==> src/rtl/exu_mdu_seq.sv <==
// Iterative radix-2 multiply / divide / remainder sequencer for the EXU (unsigned ALUop 2, 3, 10).
// One operand bit is processed per clock: shift-add multiply (LSB first), restoring divide (MSB first).
//
// state  | meaning
// IDLE   | waiting for an op; in_ready high
// MUL    | shift-add multiply, one multiplier bit per cycle
// DIV    | restoring divide, one quotient bit per cycle
// DONE   | result presented on out_*; waits for out_ready
module exu_mdu_seq #(
    parameter int XLEN  = 32,
    parameter int CNT_W = 6
) (
    input  logic            clk,
    input  logic            rst_n,
    input  logic            in_valid,
    output logic            in_ready,
    input  logic [3:0]      in_op,
    input  logic [XLEN-1:0] in_a,
    input  logic [XLEN-1:0] in_b,
    input  logic [4:0]      in_rd,
    input  logic            kill,
    output logic            out_valid,
    input  logic            out_ready,
    output logic [XLEN-1:0] out_res,
    output logic [4:0]      out_rd,
    output logic            out_dz,
    output logic            out_ill,
    output logic            busy
);

    typedef enum logic [1:0] {S_IDLE, S_MUL, S_DIV, S_DONE} state_t;

    state_t            state_q;
    logic [CNT_W-1:0]  cnt_q;
    // MUL: opnd_q = shifted multiplicand, shf_q = shifted multiplier.
    // DIV: opnd_q = divisor, shf_q = dividend shifting out / quotient shifting in.
    logic [XLEN-1:0]   opnd_q;
    logic [XLEN-1:0]   shf_q;
    logic [XLEN-1:0]   acc_q;
    logic [XLEN-1:0]   rem_q;
    logic              is_rem_q;
    logic [XLEN-1:0]   res_q;
    logic [4:0]        rd_q;
    logic              dz_q;
    logic              ill_q;

    logic              accept;
    logic              last_step;
    logic              op_mul;
    logic              op_div;
    logic              op_rem;
    logic [XLEN-1:0]   acc_d;
    logic [XLEN:0]     div_shift;
    logic [XLEN:0]     div_diff;
    logic              div_ok;
    logic [XLEN-1:0]   rem_d;
    logic [XLEN-1:0]   quo_d;

    assign op_mul    = (in_op == 4'd2);
    assign op_div    = (in_op == 4'd3);
    assign op_rem    = (in_op == 4'd10);
    assign accept    = in_valid & (state_q == S_IDLE) & ~kill;
    assign last_step = (cnt_q == CNT_W'(XLEN - 1));

    assign acc_d     = acc_q + (shf_q[0] ? opnd_q : '0);

    // The extra top bit of the trial subtraction is the borrow: set means divisor did not fit.
    assign div_shift = {rem_q, shf_q[XLEN-1]};
    assign div_diff  = div_shift - {1'b0, opnd_q};
    assign div_ok    = ~div_diff[XLEN];
    assign rem_d     = div_ok ? div_diff[XLEN-1:0] : div_shift[XLEN-1:0];
    assign quo_d     = {shf_q[XLEN-2:0], div_ok};

    always_ff @(posedge clk) begin
        if (!rst_n) begin
            state_q  <= S_IDLE;
            cnt_q    <= '0;
            opnd_q   <= '0;
            shf_q    <= '0;
            acc_q    <= '0;
            rem_q    <= '0;
            is_rem_q <= 1'b0;
            res_q    <= '0;
            rd_q     <= '0;
            dz_q     <= 1'b0;
            ill_q    <= 1'b0;
        end else begin
            case (state_q)
                S_IDLE: begin
                    if (accept) begin
                        cnt_q    <= '0;
                        dz_q     <= 1'b0;
                        ill_q    <= 1'b0;
                        rd_q     <= in_rd;
                        is_rem_q <= op_rem;
                        acc_q    <= '0;
                        rem_q    <= '0;
                        if (op_mul) begin
                            opnd_q  <= in_a;
                            shf_q   <= in_b;
                            state_q <= S_MUL;
                        end else if (op_div || op_rem) begin
                            opnd_q <= in_b;
                            shf_q  <= in_a;
                            if (in_b == '0) begin
                                res_q   <= op_rem ? in_a : '1;
                                dz_q    <= 1'b1;
                                state_q <= S_DONE;
                            end else begin
                                state_q <= S_DIV;
                            end
                        end else begin
                            res_q   <= '0;
                            ill_q   <= 1'b1;
                            state_q <= S_DONE;
                        end
                    end
                end
                S_MUL: begin
                    if (kill) begin
                        state_q <= S_IDLE;
                    end else begin
                        acc_q  <= acc_d;
                        opnd_q <= opnd_q << 1;
                        shf_q  <= shf_q >> 1;
                        if (last_step) begin
                            res_q   <= acc_d;
                            state_q <= S_DONE;
                        end else begin
                            cnt_q <= cnt_q + CNT_W'(1);
                        end
                    end
                end
                S_DIV: begin
                    if (kill) begin
                        state_q <= S_IDLE;
                    end else begin
                        rem_q <= rem_d;
                        shf_q <= quo_d;
                        if (last_step) begin
                            res_q   <= is_rem_q ? rem_d : quo_d;
                            state_q <= S_DONE;
                        end else begin
                            cnt_q <= cnt_q + CNT_W'(1);
                        end
                    end
                end
                S_DONE: begin
                    if (out_ready || kill) begin
                        state_q <= S_IDLE;
                    end
                end
                default: state_q <= S_IDLE;
            endcase
        end
    end

    assign in_ready  = (state_q == S_IDLE);
    assign busy      = (state_q != S_IDLE);
    assign out_valid = (state_q == S_DONE);
    assign out_res   = res_q;
    assign out_rd    = rd_q;
    assign out_dz    = dz_q;
    assign out_ill   = ill_q;

endmodule

==> config.mk <==
export PLATFORM = sky130hd
export DESIGN_NAME = exu_mdu_seq
export DESIGN_NICKNAME = d
export VERILOG_FILES = /design/src/rtl/exu_mdu_seq.sv
export SDC_FILE = /design/constraint.sdc
export NUM_CORES = 1
export LEC_CHECK = 0
export ABC_AREA = 1
export CAP_MARGIN = 20
export CORE_MARGIN = 5
export CORE_UTILIZATION = 40
export DETAILED_ROUTE_END_ITERATION = 6
export PLACE_DENSITY = 0.71
export SLEW_MARGIN = 25
export SYNTH_ARGS = -nofsm -noshare
export SYNTH_HDL_FRONTEND = slang
export SYNTH_SLANG_ARGS = --single-unit
export TNS_END_PERCENT = 100
==> constraint.sdc <==
create_clock -name clk -period 2.9 [get_ports clk]
set_input_delay 0.29 -clock clk [delete_from_list [all_inputs] [get_ports clk]]
set_output_delay 0.29 -clock clk [all_outputs]
set_load 0.01 [all_outputs]
==> results of run 1 <==
-- per-stage QoR --
stage / setup slack [ps] / std cells / util / area [um2] / hold slack (ps)
after floorplan: 301.1 / 2355 / - / 13980 / 454.1
after global placement: -219.6 / 2874 / 0.4583 / 15830 / 463.2
after detailed placement: -227.9 / 2874 / 0.4583 / 15830 / 461.8
after CTS: -2.702 / 2910 / 0.4779 / 16510 / 454.5
after global routing: -36.59 / 2923 / 0.4916 / 16980 / 494.4
final: 30.55 / 2923 / 0.4916 / 16980 / 471.1
-- path summary, 6_finish.rpt --
kind | end | cells past startpoint
worst max-delay path | out_res[26] | 19
worst max register to register | out_res[26] | 19
worst min-delay path | out_res[31] | 2
worst min register to register | out_res[31] | 2
-- tightest hold or removal path, cell delays in order (launching register included) --
cell and delay (ps):
dfxtp_1 310, nand2_1 60, a21oi_1 50
-- power breakdown --
group	leakage, nW	internal [W]	switching, W
Clock	0.266	0.00122	0.00107
Combinational	5.90	0.00432	0.00844
Sequential	1.44	0.00328	0.000673
Total	7.61	0.00881	0.0102
-- cell usage in the layout, fill, tap and decap left out, types with 21 or more instances in the layout --
master | synthesis | layout
nand2_1 | 669 | 646
nand2_2 | 5 | 25
a211oi_1 | 108 | 108
nand3_1 | 67 | 64
o22ai_1 | 30 | 30
nor2_1 | 200 | 197
buf_4 | 2 | 58
o21ai_1 | 31 | 30
dfxtp_1 | 176 | 164
ha_1 | 68 | 49
nor3_1 | 22 | 21
inv_1 | 323 | 320
o21ai_0 | 122 | 117
a21oi_1 | 313 | 309
clkdlybuf4s50_1 | 0 | 118
-- sequential cells by signal, summed over array words and instances (netlist names) --
name      cells
acc_q        32
cnt_q         6
is_rem_q      1
opnd_q       32
out_dz        1
out_ill       1
out_rd        5
out_res      32
rem_q        32
shf_q        32
state_q       2
-- cell type report --
cell class | instances | area, um2
sequential | 176 | 3538
multi-input combinational | 1736 | 9154
tap | 455 | 569.3
clock inverter | 11 | 108.9
clock buffer | 21 | 450.4
inverter | 332 | 1249
fill | 3663 | 17560
timing repair buffer | 192 | 1913
-- synthesized netlist by cell type (all sizes together) (3+ instances only) --
| cell | instances |
|---|---|
| xor2 | 6 |
| clkbuf | 83 |
| clkinv | 3 |
| o22ai | 30 |
| buf | 33 |
| a31oi | 3 |
| nor2 | 200 |
| nand3b | 10 |
| a211oi | 108 |
| inv | 329 |
| nor4 | 10 |
| nand2 | 676 |
| a21oi | 314 |
| nor3 | 22 |
| ha | 68 |
| or2 | 9 |
| nand4 | 9 |
| o21a | 4 |
| o21ai | 153 |
| xnor2 | 11 |
| a21o | 8 |
| a221oi | 4 |
| o21bai | 4 |
| dfxtp | 176 |
| nand3 | 75 |
-- logic make-up after synthesis --
family	after synthesis	share of synthesized area
and+or+nand+nor	1014	0.2968
buffers and inverters	448	0.1243
xor gates and xnor gates	17	0.01065
adders and majority gates	70	0.06371
DFF	176	0.2520
AOI/OAI and AO/OA	630	0.2525
-- what timing repair did --
action                                  CTS  global route
pin swaps                                 1            16
gates resized for setup                  13            82
gates cloned                              3             4
buffers inserted                          1             9
endpoints found under the setup margin   34            56
-- per-layer routing --
metal	vias up	GRT usage	wire length, um
li1	7906	-	-
met4	0	0.08680	1790
met3	91	0.03265	5082
met5	-	0	0
met1	7605	0.3935	24480
met2	790	0.4194	24440
==> impl_metrics.ini, run 1 <==
[routing]
first_pass_iters = 7
post_drt_via_cell_ratio = 5.608
antenna_left = 0
vias = 16390
wl_per_cell_um = 19.09
drt-total-wl_um = 55800
drc = 10
drtIter0Drc = 1960

[cts]
cts_buffers = 17
cts_sinks = 176
clk_path_buf_depth = 2
cts_hold_buf = 0
clk_pin_slew_ps = 70
h-tree-depth = 4
tritoncts = done
root_buffer = clkbuf_16
clock_latency_ps = 440

[critical_path]
slowest_delay_ps = 480
crit_buf_inv = 2
critical_path.max_fanout = 6
cp-end-kind = flop
worst_ep_required_time_ps = 3210
path_class = reg -> reg
critPathSlowestCell = dfxtp_1
timing.rr.start = opnd_q[2]
worst-endpoint-arrival_ps = 3180
rrSetupSlack_ps = 30
crit_chain = inv_1 -> ha_1 -> nand2_1 -> nand2_2 -> nand3_2 -> nand2_2 -> nand2_2 -> nand2_2 -> nand2_4 -> nand3_4 -> buf_12 -> nand2_8 -> nand2_1 -> nand2_1 -> nand2_1 -> nand2_2 -> nand3_1 -> nand2_1 -> a21oi_1
cp-startpoint = opnd_q[2]
cp-start-kind = flop
cp_top_family = simple AND/OR/NAND/NOR gates

[global_route]
grt_max_degree = 83
grt_pass1_wl_um = 84110
grt_usage = 0.2711
first_global_vias = 14930
antenna_found_initial = 0
grt_overflow = 0

[timing]
setup_violations = 0
slew_violations = 0
max_slew.worst_pin.slew_ps = 889.5
slew_headroom = 0.4070
setup_tns_ps = 0
fmax_mhz = 348.5
period_share = 0.9895
period_needed_ps = 2869
hold_viol = 0
skew_ps = 12.03
rsz0062_at_grt = yes

[layout]
num-nets-final = 2603
drive_gt1_frac = 0.08793
area.growth.synth_to_final_pct = 21.46
diodes = 0

[logic_synthesis]
yosys_register_bits = 176
ys_seq_area_frac = 0.2520
syn-num-nets = 2503
synthCells = 2355
yosys.area.top_type_share = 0.2520
synthesis.area_um2 = 13980
synth_top_cell_by_area = dfxtp_1
async_flop_share = 0
yosysUniqueCellTypes = 41
yosysWarnings = 0
yosys-top-cells-area = dfxtp_1, nand2_1, a21oi_1, inv_1, ha_1
synth_flop_cell = dfxtp_1
synth_area_per_cell_um2 = 5.937
synth-edff-count = 0

[outcome]
status = finished, violations left
violations = DRC

[die]
row_count = 68
start_util = 0.4048
core_area_um2 = 34540
chipWidth_um = 197.0
ios = 120
fp.dieArea_um2 = 38800
die_h_um = 197.0

[place]
dp_hpwl_um = 41670
io_buffers = 119
gp_congestion = 0.9700

[power]
total_power_w = 0.01899
max-vdd-ir-drop_v = 0.0008122
power.density_nw_per_um2 = 1118
leakage_nw = 7.610

[min_path]
hp-class = reg -> reg
hold_start = out_res[31]

[flow_run]
drv_cap = 0
(Power assumes the default switching activity.)
==> inputs of run 2 (changes only) <==
Settings changed: TNS_END_PERCENT 100 to 1.
==> results of run 2 <==
Same layout as run 1: the final DEF is identical, and so are final timing and power.
